File: src/rtl/otp_ctrl_pkg.sv
// Shared OTP controller constants and types for the EDN entropy arbiter.
// Sparse state codes keep every pair of legal states at Hamming distance >= 3.
package otp_ctrl_pkg;

    localparam int EdnWordWidth = 32;
    localparam int EdnDataWidth = 64;

    localparam int EdnClientTimer  = 0;
    localparam int EdnClientScrmbl = 1;

    typedef enum logic [4:0] {
        IdleSt  = 5'b00111,
        FetchSt = 5'b11001,
        AckSt   = 5'b11110,
        ErrorSt = 5'b00000
    } edn_arb_state_e;

endpackage

File: src/rtl/otp_ctrl_edn_pack.sv
// Packs consecutive EDN words into one wide word, first word in the LSBs.
// Latency: done_o is combinational with the final ack; no backpressure (ack_i is a strobe).
module otp_ctrl_edn_pack #(
    parameter int EdnWordWidth = 32,
    parameter int OutWidth     = 64
) (
    input  logic                    clk_i,
    input  logic                    rst_ni,
    input  logic                    clr_i,
    input  logic                    ack_i,
    input  logic [EdnWordWidth-1:0] word_i,
    output logic                    done_o,
    output logic [OutWidth-1:0]     data_o
);

    localparam int WordsPerReq = OutWidth / EdnWordWidth;
    localparam int CntWidth    = $clog2(WordsPerReq + 1);

    logic [CntWidth-1:0] cnt_q;
    logic [OutWidth-1:0] data_q;
    logic [OutWidth-1:0] data_shift;

    // Shifting down from the top leaves word 0 in the LSBs once all words are in.
    if (WordsPerReq > 1) begin : g_shift
        assign data_shift = {word_i, data_q[OutWidth-1:EdnWordWidth]};
    end else begin : g_single
        assign data_shift = word_i;
    end

    always_ff @(posedge clk_i or negedge rst_ni) begin
        if (!rst_ni) begin
            cnt_q  <= '0;
            data_q <= '0;
        end else if (clr_i) begin
            cnt_q  <= '0;
            data_q <= '0;
        end else if (ack_i) begin
            cnt_q  <= cnt_q + 1'b1;
            data_q <= data_shift;
        end
    end

    assign done_o = ack_i && (cnt_q == CntWidth'(WordsPerReq - 1));
    assign data_o = data_q;

endmodule

File: src/rtl/otp_ctrl_edn_arb.sv
// Round-robin EDN entropy arbiter; request to ack = 2 + OutWidth/EdnWordWidth + EDN stall cycles.
// Requests wait while a fetch is in flight; OTP_CTRL_EDN_FIPS_CHK_EN enables FIPS-flag refetch.
module otp_ctrl_edn_arb
    import otp_ctrl_pkg::*;
#(
    parameter int NumClients   = 2,
    parameter int EdnWordWidth = otp_ctrl_pkg::EdnWordWidth,
    parameter int OutWidth     = otp_ctrl_pkg::EdnDataWidth
) (
    input  logic                    clk_i,
    input  logic                    rst_ni,
    input  logic [NumClients-1:0]   client_req_i,
    output logic [NumClients-1:0]   client_ack_o,
    output logic [OutWidth-1:0]     client_data_o,
    output logic                    edn_req_o,
    input  logic                    edn_ack_i,
    input  logic [EdnWordWidth-1:0] edn_bus_i,
    input  logic                    edn_fips_i,
    output logic                    busy_o,
    output logic                    fsm_err_o
);

    localparam int GrantWidth = (NumClients > 1) ? $clog2(NumClients) : 1;

    edn_arb_state_e        state_q, state_d;
    logic [GrantWidth-1:0] grant_q, grant_d;
    logic [GrantWidth-1:0] rr_q, rr_d;

    logic                pack_clr;
    logic                pack_ack;
    logic                pack_done;
    logic [OutWidth-1:0] pack_data;
    logic                fips_fail;
    logic                refetch_last;

    function automatic logic [GrantWidth-1:0] rr_pick(input logic [NumClients-1:0] req,
                                                      input logic [GrantWidth-1:0] ptr);
        logic [GrantWidth-1:0] sel;
        logic                  found;
        int                    idx;
        sel   = '0;
        found = 1'b0;
        for (int k = 0; k < NumClients; k++) begin
            idx = (int'(ptr) + k) % NumClients;
            if (!found && req[idx]) begin
                sel   = GrantWidth'(idx);
                found = 1'b1;
            end
        end
        return sel;
    endfunction

    assign pack_ack = edn_ack_i && (state_q == FetchSt);

    otp_ctrl_edn_pack #(
        .EdnWordWidth(EdnWordWidth),
        .OutWidth    (OutWidth)
    ) u_pack (
        .clk_i (clk_i),
        .rst_ni(rst_ni),
        .clr_i (pack_clr),
        .ack_i (pack_ack),
        .word_i(edn_bus_i),
        .done_o(pack_done),
        .data_o(pack_data)
    );

`ifdef OTP_CTRL_EDN_FIPS_CHK_EN
    logic       fips_q;
    logic [7:0] refetch_q;

    // The current word's flag is folded in directly so the final word counts.
    assign fips_fail    = ~(fips_q & edn_fips_i);
    assign refetch_last = (refetch_q == 8'd254);

    always_ff @(posedge clk_i or negedge rst_ni) begin
        if (!rst_ni) begin
            fips_q <= 1'b1;
        end else if (pack_clr) begin
            fips_q <= 1'b1;
        end else if (pack_ack) begin
            fips_q <= fips_q & edn_fips_i;
        end
    end

    always_ff @(posedge clk_i or negedge rst_ni) begin
        if (!rst_ni) begin
            refetch_q <= '0;
        end else if (state_q == IdleSt) begin
            refetch_q <= '0;
        end else if (pack_done && fips_fail && (refetch_q != 8'hff)) begin
            refetch_q <= refetch_q + 8'd1;
        end
    end
`else
    logic unused_fips;
    assign unused_fips  = ^edn_fips_i;
    assign fips_fail    = 1'b0;
    assign refetch_last = 1'b0;
`endif

    always_comb begin
        state_d      = state_q;
        grant_d      = grant_q;
        rr_d         = rr_q;
        pack_clr     = 1'b0;
        edn_req_o    = 1'b0;
        client_ack_o = '0;
        busy_o       = 1'b1;
        fsm_err_o    = 1'b0;

        unique case (state_q)
            IdleSt: begin
                busy_o = 1'b0;
                if (|client_req_i) begin
                    grant_d  = rr_pick(client_req_i, rr_q);
                    pack_clr = 1'b1;
                    state_d  = FetchSt;
                end
            end
            FetchSt: begin
                edn_req_o = 1'b1;
                if (pack_done) begin
                    if (fips_fail) begin
                        pack_clr = 1'b1;
                        if (refetch_last) begin
                            state_d = ErrorSt;
                        end
                    end else begin
                        state_d = AckSt;
                    end
                end
            end
            AckSt: begin
                // A withdrawn request silently drops the packed word.
                client_ack_o[grant_q] = client_req_i[grant_q];
                rr_d    = (grant_q == GrantWidth'(NumClients - 1)) ? '0 : grant_q + 1'b1;
                state_d = IdleSt;
            end
            ErrorSt: begin
                fsm_err_o = 1'b1;
            end
            default: begin
                fsm_err_o = 1'b1;
                state_d   = ErrorSt;
            end
        endcase
    end

    assign client_data_o = (|client_ack_o) ? pack_data : '0;

    always_ff @(posedge clk_i or negedge rst_ni) begin
        if (!rst_ni) begin
            state_q <= IdleSt;
            grant_q <= '0;
            rr_q    <= '0;
        end else begin
            state_q <= state_d;
            grant_q <= grant_d;
            rr_q    <= rr_d;
        end
    end

endmodule

File: config.mk
export PLATFORM = sky130hd
export DESIGN_NAME = otp_ctrl_edn_arb
export DESIGN_NICKNAME = d
export VERILOG_FILES = /design/src/rtl/otp_ctrl_pkg.sv /design/src/rtl/otp_ctrl_edn_pack.sv /design/src/rtl/otp_ctrl_edn_arb.sv
export SDC_FILE = /design/constraint.sdc
export NUM_CORES = 1
export LEC_CHECK = 0
export CORE_MARGIN = 5
export CORE_UTILIZATION = 40
export DETAILED_ROUTE_END_ITERATION = 12
export GPL_TIMING_DRIVEN = 0
export MAX_ROUTING_LAYER = met4
export PLACE_DENSITY = 0.7
export SYNTH_ARGS = -nofsm -noshare
export SYNTH_HDL_FRONTEND = slang
export SYNTH_SLANG_ARGS = --single-unit
File: constraint.sdc
create_clock -name clk_i -period 1.7 [get_ports clk_i]
set_input_delay 0.34 -clock clk_i [delete_from_list [all_inputs] [get_ports clk_i]]
set_output_delay 0.34 -clock clk_i [all_outputs]
set_load 0.02 [all_outputs]
==> results of run 1 <==
## per-stage QoR
step	hold WS (ns)	setup TNS, ns	instances
floorplan	0.0444	0	393
global placement	0.477	-214.71	603
detailed placement	0.481	-70.06	603
CTS	0.151	-28.97	630
global route	0.202	-33.33	634
finish	0.118	-28.45	634
## cell type report
type                            instances  area share
Sequential cell                        71       0.340
Buffer                                 27      0.0495
Clock buffer                           10      0.0263
Tap cell                              105      0.0251
Inverter                                3     0.00263
Multi-Input combinational cell        292       0.302
Timing Repair Buffer                  120       0.243
Clock inverter                          6      0.0115
## how the worst min path moves through the flow
stage / from / cells past startpoint / end / slack, ns
after floorplan: rst_ni / 0 / grant_q / 0.04
after global placement: u_pack.data_o[49] / 2 / u_pack.data_o[17] / 0.48
after detailed placement: rr_q / 2 / rr_q / 0.48
after CTS: rst_ni / 1 / rr_q / 0.15
after global routing: rst_ni / 1 / u_pack.data_o[38] / 0.20
final: rst_ni / 1 / u_pack.data_o[38] / 0.12
## critical path: stages
cell and delay [ns]:
clkdlybuf4s50_1 0.52, nand2_1 0.14, a21oi_4 0.26, buf_8 0.18
clkbuf_16 0.15, and2_4 0.13, buf_6 0.11
## power by group through the flow
stage	logic, mW	registers [mW]	clock network, mW
finish	0.124	1.69	1.33
CTS	0.127	1.69	1.37
floorplan	0.00451	1.72	0
global placement	0.127	1.72	0
global route	0.136	1.69	1.43
detailed placement	0.125	1.72	0
## placed cells by master (no fill, tap or decap), drive strengths merged, types with 6 or more instances in the layout
cell / synthesis / final
nor2: 6 / 6
a21oi: 37 / 37
dfrtp: 69 / 69
clkbuf: 10 / 21
nand2: 133 / 133
and2: 66 / 66
o21ai: 35 / 35
buf: 17 / 101
clkdlybuf4s50: 0 / 35
## what timing repair did
item,4_1_cts,5_1_grt
hold buffers,0,0
pin swaps,26,11
buffers inserted,8,3
gates resized for setup,455,46
cloned,3,1
endpoints found under the setup margin,69,116
endpoints found under the hold margin,0,0
## logic make-up (layout without fill, tap and decap cells)
logic type | Yosys count | in the layout | share of synthesized area
compound gates | 75 | 75 | 0.115
fa+ha+maj | 1 | 1 | 0.00368
simple gates | 214 | 214 | 0.299
flops | 71 | 71 | 0.524
buf+inv | 30 | 166 | 0.0527
mux | 1 | 1 | 0.00295
xor+xnor | 1 | 1 | 0.00258
## per-layer routing
metal	track usage	routed length, um	vias up
met4	0.0696	145	0
met5	-	0	-
met1	0.249	4260	1482
li1	-	-	1519
met3	0.0253	525	10
met2	0.299	4560	96
## flip-flops by register name, indices dropped and copies added, names as in the netlist
register and flops:
rr_q 1, u_pack.cnt_q 2, grant_q 1, u_pack.data_o 64, state_q 3
==> summary.md, run 1 <==
| Metric | Value |
|---|---|
| Run status | finished with violations |
| Share of layout cells above drive strength 1 | 0.382 |
| RR Startpoint | state_q[2] |
| Area growth syn-to-layout | 54.2% |
| Die X | between 100 and 150 um |
| Drt pass-1 iters | 5 |
| Remaining Overflow, GRT | 0 |
| R2r worst-path depth | 7 |
| Initial antenna violation count | 0 |
| Final Util | 0.634 |
| Final nets | 563 |
| FF/Latch Area | 1780 sq um |
| Mapped Cells | 393 |
| Number of H-tree levels | 3 |
| Critical path arrival | between 1.5 and 2 ns |
| Drt first-iter violations | 151 |
| Sw power | between 600 and 700 uW |
| Power share of the clock group | 0.424 |
| Syn_nets | 432 |
| Failing checks | negative setup slack |
| Maximum vdd drop | ~0.35 mV |
| Post-synth EDFFs | 0 |
| Cell area after layout | 5240 sq um |
| Worst-skew pair later-pin latency | around 0.34 ns |
| Final total power | 3.14 mW |
| CTS Buf Count | 9 |
| FFs w/ async S/R, synth | 1.00 |
| Int Power | 2.47 mW |
| Count leader, synth | nand2_1 |
| Antenna-violating nets left | 0 |
| Sw Ratio | 0.214 |
| CP required | 1.36 ns |
| Critical Path Source | client_req_i[1] |
| Ys flop type | dfrtp_1 |
| Slew margin rel. | 0.406 |
| Critical-path maximum fanout | 6 |
| Reg2reg end | u_pack.data_o[4] |
| Die area | 10,400 sq um |
| Area of the multi-input gates | ~1600 sq um |
| Comb pwr share | 0.039 |
| Worst setup path endpoint | client_data_o[22] |
| Worst-case clock skew | ~0.0092 ns |
| Largest net degree at the start of global routing | 72 |
| CTS Buffer Depth | 2 |
| Number of setup violations in the final report | 69 |
| Final WS setup | -0.474 ns |
| Commonest cells post-synth | 133 x nand2_1, 69 x dfrtp_1, 66 x and2_1 |
| Setup slack, reg-to-reg | roughly 0.07 ns |
| Synthesized area per cell | 8.64 sq um |
| Reg power frac | 0.537 |
| Max-slew violation count | 0 |
| Place WS | -1.06 ns |
| Initial Util | 0.411 |
| Gp weighted congestion | 0.843 |
| Vias/cell | 4.90 |
| Post-synth cell types | 31 |
| Vias after detailed routing | 3,107 |
| Min Tclk post-route | between 2 and 2.5 ns |
| Fin crit share | 1.28 |
| Die H | 102 um |
| Crit path kind | in -> out |
| Synth Warn # | 0 |
| Final Hold Fails | 0 |
| Maximum clock rate | 0.460 GHz |
| Post-synth top area share | 0.508 |
| Post-synthesis cell area | 3400 sq um |
| Worst setup EP type | output port |
| Placed Area | 4650 sq um |
| Total GRT Usage | 0.189 |
| Maxcap violations | 0 |
| Seq/Total Area, Yosys | 0.524 |
| Synth area leaders | dfrtp_1 51%, nand2_1 15%, and2_1 12%, a21oi_1 5.3%, o21ai_0 4.4% |
| Clk pin slew, worst setup/hold paths | 0.07 ns |
| Yosys top cell by area | dfrtp_1 |
| FF+latch count, synth | 71 |
| CTS root buf | clkbuf_8 |
| CTS tree | done |
| Leakage power | 2.42 nW |
| # IOs | 107 |
| Detailed Place HPWL | 6420 um |
| Num rows | 33 |
| DRC viols | 0 |
| Core area | 8260 sq um |
| First-pass GRT wire length | 14,800 um |
| # fillers | 730 |
| Vias in the first global route | about 3,000 |
| Startpoint Class | input pin |
| Final WL | 9490 um |
| Power per Cell Area | approximately 600 nW/um^2 |
| Worst slew pin tran | between 0.8 and 0.9 ns |
| Unrepaired setup endpoints after global routing | true |
| CTS sink count | 71 |
| Wire per inst | roughly 15 um |
| Worst hold path type | in -> async |
| Ant. Diodes | 0 |
| Port Buf Inserts | 105 |
No activity file was read; power rests on OpenSTA's default activity.
==> run 2: changes to the inputs <==
--- a/config.mk
+++ b/config.mk
@@ -13,4 +13,5 @@
 export PLACE_DENSITY = 0.7
 export SYNTH_ARGS = -nofsm -noshare
 export SYNTH_HDL_FRONTEND = slang
+export SYNTH_HIERARCHICAL = 1
 export SYNTH_SLANG_ARGS = --single-unit
==> run 2 against run 1 <==
The run still ends with negative setup slack left. Combinational power up 130%. Global-route usage down 0.36 points. Sequential cell count unchanged. Power up 18%. Non-clock buffer count up 9. Area after synthesis up 2.3%. Cell count down 8.8%. Worst hold slack better by 0.021 ns. Wire length down 0.71%. Synthesized cell count down 19%. Critical endpoint is now client_data_o[45]. Largest cell class is now buffers.
==> summary.md, run 2 <==
| Metric | Value |
|---|---|
| Initial Util | 0.404 (-0.00687) |
| Post-synth cell types | 31 (unchanged) |
| Failing checks | negative setup slack |
| First-pass GRT wire length | 14,700 um (-0.88%) |
| Max FFs per register | 64 (unchanged) |
| Core area | 8590 sq um (+4.1%) |
| Startpoint Class | register |
| Critical-path maximum fanout | 10 (+4) |
| Critical path arrival | 1.74 ns (-0.09 ns) |
| Post-synth top area share | 0.497 (-0.0115) |
| Yosys top cell by area | dfrtp_1 |
| Worst slew pin tran | 0.889 ns (-0.00270 ns) |
| R2r worst-path depth | 11 (+4) |
| Share of layout cells above drive strength 1 | 0.483 (+0.101) |
| Power per Cell Area | 640 nW/um^2 (+6.5%) |
| Crit path kind | reg -> out |
| Max-slew violation count | 0 (unchanged) |
| Sw power | 837 uW (+24%) |
| FFs w/ async S/R, synth | 1.00 (unchanged) |
| Comb pwr share | 0.075 (+0.036) |
| Post-synthesis cell area | 3470 sq um (+2.3%) |
| Commonest cells post-synth | 70 x nor2_1, 69 x dfrtp_1, 64 x mux2i_1 |
| Reg power frac | 0.513 (-0.024) |
| Die X | 103 um (+1.0%) |
| Detailed Place HPWL | 5880 um (-8.4%) |
| Final WL | 9430 um (-0.71%) |
| Setup TNS | -34.23 ns (-5.78 ns) |
| Remaining Overflow, GRT | 0 (unchanged) |
| Final Util | 0.674 (+0.0396) |
| CTS tree | done |
| CP required | 1.36 ns (about the same) |
| Initial antenna violation count | 0 (unchanged) |
| Min Tclk post-route | 2.08 ns (-0.0912 ns) |
| Port Buf Inserts | 105 (unchanged) |
| Commonest non-fill, non-tap cell in the layout | buf_6 |
| Wire per inst | 16.3 um (+8.9%) |
| Slew margin rel. | 0.408 (+0.00180) |
| Antenna-violating nets left | 0 (unchanged) |
| Maximum vdd drop | 0.397 mV (+12%) |
| Drt first-iter violations | 102 (-32%) |
| Worst setup EP type | output port |
| Vias after detailed routing | 2,757 (-11%) |
| Synth area leaders | dfrtp_1 50%, mux2i_1 18%, nor2_1 7.6%, and2_2 7.1%, and2_1 5.9% |
| Maximum clock rate | 0.480 GHz (+4.4%) |
| CTS Buf Count | 9 (unchanged) |
| Place WS | -1.14 ns (-0.0746 ns) |
| Worst-case clock skew | 0.00697 ns (-0.00219 ns) |
| Synthesized area per cell | 10.9 sq um (+26%) |
| Unrepaired setup endpoints after global routing | true |
| CP delay by family, top | flip-flops |
| Hold WS | 0.139 ns (+0.0208 ns) |
| Mapped Cells | 319 (-19%) |
| Number of H-tree levels | 3 (unchanged) |
| Run status | finished with violations |
| Crit-path slowest cell | dfstp_2 |
| Final Hold Fails | 0 (unchanged) |
| Die area | 10,700 sq um (+2.1%) |
| Drt pass-1 iters | 4 (-1) |
| Most frequent cells in the layout | 76 x buf_6, 68 x dfrtp_1, 66 x nor2_1, 61 x and2_4, 57 x mux2i_1 |
| Hold buffer count at CTS | 0 (unchanged) |
| Total GRT Usage | 0.185 (-0.00359) |
| CTS Buffer Depth | 2 (unchanged) |
| FF+latch count, synth | 71 (unchanged) |
| Count leader, synth | nor2_1 |
| Largest net degree at the start of global routing | 72 (unchanged) |
| Worst hold path type | in -> async |
| Power share of the clock group | 0.411 (-0.013) |
| Post-synth EDFFs | 0 (unchanged) |
| Gp weighted congestion | 0.742 (-12%) |
| CTS sink count | 71 (unchanged) |
| CTS root buf | clkbuf_8 |
| Ant. Diodes | 0 (unchanged) |
| Synth Warn # | 6 (+6) |
| Fin crit share | 1.22 (-0.0536) |
| DRC viols | 0 (unchanged) |
| Max stage delay on crit path | 0.57 ns (+0.05 ns) |
| Ys flop type | dfrtp_1 |
| Int Power | 2.87 mW (+16%) |
| RR Startpoint | state_q[2] |
| Final nets | 504 (-10%) |
| Vias in the first global route | 2,901 (-4.4%) |
| Critical Path Source | state_q[2] |
| Seq/Total Area, Yosys | 0.512 (-0.0119) |
| Worst-skew pair later-pin latency | 0.33 ns (about the same) |
| Sw Ratio | 0.226 (+0.0119) |
| Syn_nets | 358 (-17%) |
| Clk pin slew, worst setup/hold paths | 0.08 ns (about the same) |
| CP bufs+invs | 3 (-1) |
| Area growth syn-to-layout | 66.7% |
| Maxcap violations | 0 (unchanged) |
| Crit path depth | 6 (-1) |
| Num rows | 34 (+3.0%) |
| Vias/cell | 4.77 (-2.7%) |
| Leakage power | 2.71 nW (+12%) |
| Critical-path cell list | nand3b_4, a21oi_4, buf_12, clkbuf_16, and2_2, buf_6 |
| Die H | 103 um (+1.0%) |
| Number of setup violations in the final report | 136 (+97%) |
| # IOs | 107 (unchanged) |
| Final WS setup | -0.382 ns (+0.0912 ns) |
-- run 2: area by class of cell --
cell class                 count  area (sq um)
buffer                        19           310
fill                         675          2800
multi-input combinational    225          1750
sequential                    71          1780
clock buffer                  11           151
timing repair buffer         137          1580
tap                          108           135
clock inverter                 5          80.1
inverter                       2          7.51
-- run 2: cells by family after synthesis --
group | count (synthesis) | share of synthesized area
buffers and inverters | 23 | 0.0425
XOR/XNOR | 2 | 0.00504
AND/OR/NAND/NOR | 151 | 0.236
adder cells (fa/ha/maj) | 1 | 0.00360
flip-flops | 71 | 0.512
multiplexers | 64 | 0.184
AO/OA/AOI/OAI | 7 | 0.0166
-- run 2: path summary, 6_finish.rpt --
kind / endpoint / slack, ns
worst min register to register: rr_q / 0.50
worst max-delay path: client_data_o[45] / -0.38
worst max register to register: u_pack/data_o[37] / -0.24
worst min-delay path: rr_q / 0.14
min in group clk_i: grant_q / 0.36
max in group asynchronous: state_q[3] / 0.96
-- run 2: timing repair --
item                       in CTS  in global routing
buffers inserted               25                  2
setup endpoints to repair     137                137
gates resized for setup       511                 42
hold endpoints to repair        0                  0
pin swaps                      14                 27
cloned                          6                  2
-- run 2: worst register-to-register path: cells and delay by family (launching register included) --
| kind | cells | cell delay [ns] |
|---|---|---|
| buffers and inverters | 7 | 0.84 |
| flip-flops | 1 | 0.39 |
| multiplexers | 1 | 0.18 |
| AND/OR/NAND/NOR | 3 | 0.43 |
-- run 2: through the flow --
stage	power (mW)	cell area, sq um	std cells
after global placement	2.16	4660	532
after global routing	3.87	5790	578
after floorplan	2.01	3480	319
after detailed placement	2.17	4660	532
final	3.70	5790	578
after CTS	3.71	5730	578
-- run 2: layer usage --
| layer | routed length [um] | GRT usage |
|---|---|---|
| met1 | 4070 | 0.237 |
| met2 | 4790 | 0.302 |
| met3 | 455 | 0.0322 |
| met4 | 104 | 0.0568 |
| met5 | 0 | - |
-- run 2: power groups by stage --
stage | Combinational, mW | Sequential, mW | Clock, mW
floorplan | 0.119 | 1.89 | 0
global route | 0.312 | 1.92 | 1.64
CTS | 0.270 | 1.89 | 1.55
detailed placement | 0.258 | 1.91 | 0
global placement | 0.249 | 1.91 | 0
finish | 0.279 | 1.90 | 1.52
==> run 3: changes to the inputs <==
--- a/config.mk
+++ b/config.mk
@@ -7,6 +7,7 @@
 export LEC_CHECK = 0
 export CORE_MARGIN = 5
 export CORE_UTILIZATION = 40
+export CTS_BUF_LIST = sky130_fd_sc_hd__clkbuf_16
 export DETAILED_ROUTE_END_ITERATION = 12
 export GPL_TIMING_DRIVEN = 0
 export MAX_ROUTING_LAYER = met4
==> run 3 against run 2 <==
The run still ends with negative setup slack left. First-iteration DRC count rose by 2.0%. Die area did not move. Non-clock buffer count did not move. Highest routed layer unchanged. Critical path depth did not move. Register-to-register slack barely moved.
==> summary.md, run 3 (synthesis results as in run 2) <==
| Metric | Value |
|---|---|
| Fin crit share | 1.23 (+0.00163) |
| Run status | finished with violations |
| Drt first-iter violations | 104 (+2.0%) |
| Initial antenna violation count | 0 (unchanged) |
| Total GRT Usage | 0.187 (+0.00207) |
| # IOs | 107 (unchanged) |
| DRC viols | 0 (unchanged) |
| Unrepaired setup endpoints after global routing | true |
| CTS sink count | 71 (unchanged) |
| Initial Util | 0.404 (unchanged) |
| Remaining Overflow, GRT | 0 (unchanged) |
| CP required | 1.36 ns (about the same) |
| FF/Latch Area | 1780 sq um (unchanged) |
| Core area | 8590 sq um (unchanged) |
| Inst Count DP | 532 (unchanged) |
| Slew margin rel. | 0.405 (-0.00295) |
| Antenna-violating nets left | 0 (unchanged) |
| Vias/cell | 4.82 (+1.1%) |
| Maximum clock rate | 0.480 GHz (-0.13%) |
| Worst-skew pair later-pin latency | 0.33 ns (about the same) |
| First-pass GRT wire length | 14,600 um (-0.42%) |
| Max FFs per register | 64 (unchanged) |
| CTS tree | done |
| Fin cells | 578 (unchanged) |
| Startpoint Class | register |
| Critical-path maximum fanout | 6 (-4) |
| Power per Cell Area | 711 nW/um^2 (+11%) |
| Die H | 103 um (unchanged) |
| Worst slew pin tran | 0.893 ns (+0.00442 ns) |
| Vias after detailed routing | 2,787 (+1.1%) |
| Worst-case clock skew | 0.00599 ns (-0.000981 ns) |
| Die area | 10,700 sq um (unchanged) |
| CTS Buffer Depth | 2 (unchanged) |
| Share of layout cells above drive strength 1 | 0.474 (-0.00851) |
| Detailed Place HPWL | 5880 um (unchanged) |
| Final WS setup | -0.385 ns (-0.00277 ns) |
| Hold buffer count at CTS | 0 (unchanged) |
| Leakage power | 2.73 nW (+0.53%) |
| Maxcap violations | 0 (unchanged) |
| Critical path arrival | 1.75 ns (about the same) |
| Area of the multi-input gates | 1740 sq um (-0.71%) |
| Gp weighted congestion | 0.742 (unchanged) |
| Vias in the first global route | 2,877 (-0.83%) |
| Cell area after layout | 5820 sq um (+0.43%) |
| Wire per inst | 16.3 um (+0.12%) |
| Most frequent cells in the layout | 73 x buf_6, 68 x dfrtp_1, 67 x nor2_1, 62 x and2_4, 59 x mux2i_1 |
| Area growth syn-to-layout | 67.4% |
| Largest net degree at the start of global routing | 72 (unchanged) |
| CTS root buf | clkbuf_16 |
| Final Util | 0.677 (+0.00291) |
| Worst hold path type | in -> async |
| Crit path kind | reg -> out |
| # fillers | 677 (+0.30%) |
| Place WS | -1.14 ns (unchanged) |
| Final nets | 504 (unchanged) |
| Number of H-tree levels | 3 (unchanged) |
| Failing checks | negative setup slack |
| Placed Area | 4660 sq um (unchanged) |
| Die X | 103 um (unchanged) |
| Port Buf Inserts | 105 (unchanged) |
| Num rows | 34 (unchanged) |
| Final WL | 9440 um (+0.12%) |
| Max-slew violation count | 0 (unchanged) |
| Hold WS | 0.146 ns (+0.00642 ns) |
| Worst setup EP type | output port |
| Clk pin slew, worst setup/hold paths | 0.06 ns (-0.02 ns) |
| Min Tclk post-route | 2.09 ns (+0.00277 ns) |
| Maximum vdd drop | 0.546 mV (+38%) |
| CTS Buf Count | 9 (unchanged) |
| Ant. Diodes | 0 (unchanged) |
| Drt pass-1 iters | 4 (unchanged) |
| Number of setup violations in the final report | 137 (+0.74%) |
| Final Hold Fails | 0 (unchanged) |
| Commonest non-fill, non-tap cell in the layout | buf_6 |
==> run 3: path summary, 6_finish.rpt <==
check | to | startpoint | cells past startpoint | slack [ns]
worst max register to register | u_pack/data_o[31] | state_q[0] | 10 | -0.23
worst min register to register | rr_q | rr_q | 2 | 0.51
min in group clk_i | grant_q | client_req_i[0] | 2 | 0.37
max in group asynchronous | state_q[3] | rst_ni | 1 | 0.95
worst max-delay path | client_data_o[54] | state_q[2] | 6 | -0.39
worst min-delay path | rr_q | rst_ni | 1 | 0.15
==> run 3: cell type report <==
cell class,count,share of cell area
repair buffers,136,0.259
flip-flops and latches,71,0.306
plain buffers,20,0.0581
well taps,108,0.0232
inverters,2,0.00129
clock buffers,9,0.0387
multi-input cells,225,0.299
clock inverters,7,0.0151
==> run 3: repair_timing <==
action	in CTS	in global routing
endpoints found under the hold margin	0	0
setup buffers	25	5
resized for setup	510	50
setup endpoints to repair	136	136
gates cloned	7	0
pin swaps	12	26
==> run 3: layer usage <==
| layer | global-route usage | share of wire | vias to the layer above |
|---|---|---|---|
| met1 | 0.235 | 0.43 | 1350 |
| met2 | 0.302 | 0.50 | 88 |
| met5 | - | 0 | - |
| li1 | - | - | 1336 |
| met3 | 0.0362 | 0.055 | 13 |
| met4 | 0.0697 | 0.018 | 0 |
==> run 3: worst max-delay path, stage by stage (launching register included) <==
cell,delay [ns]
dfstp_2,0.57
nand3b_4,0.10
a21oi_4,0.16
buf_6,0.18
clkbuf_16,0.15
and2_4,0.14
buf_6,0.11
==> run 3: stage by stage <==
stage / total power, mW / setup TNS [ns]
4_1_cts: 4.15 / -29.92
3_5_place_dp: 2.17 / -86.08
3_3_place_gp: 2.16 / -233.26
5_1_grt: 4.30 / -43.73
2_1_floorplan: 2.01 / -0.625
6_report: 4.13 / -33.20
==> run 3: where the power goes <==
part           total [mW]  internal, mW  leakage (nW)  switching, mW
sequential           1.90          1.81         0.945         0.0930
combinational       0.275         0.154          1.63          0.121
clock                1.96          1.27         0.147          0.688
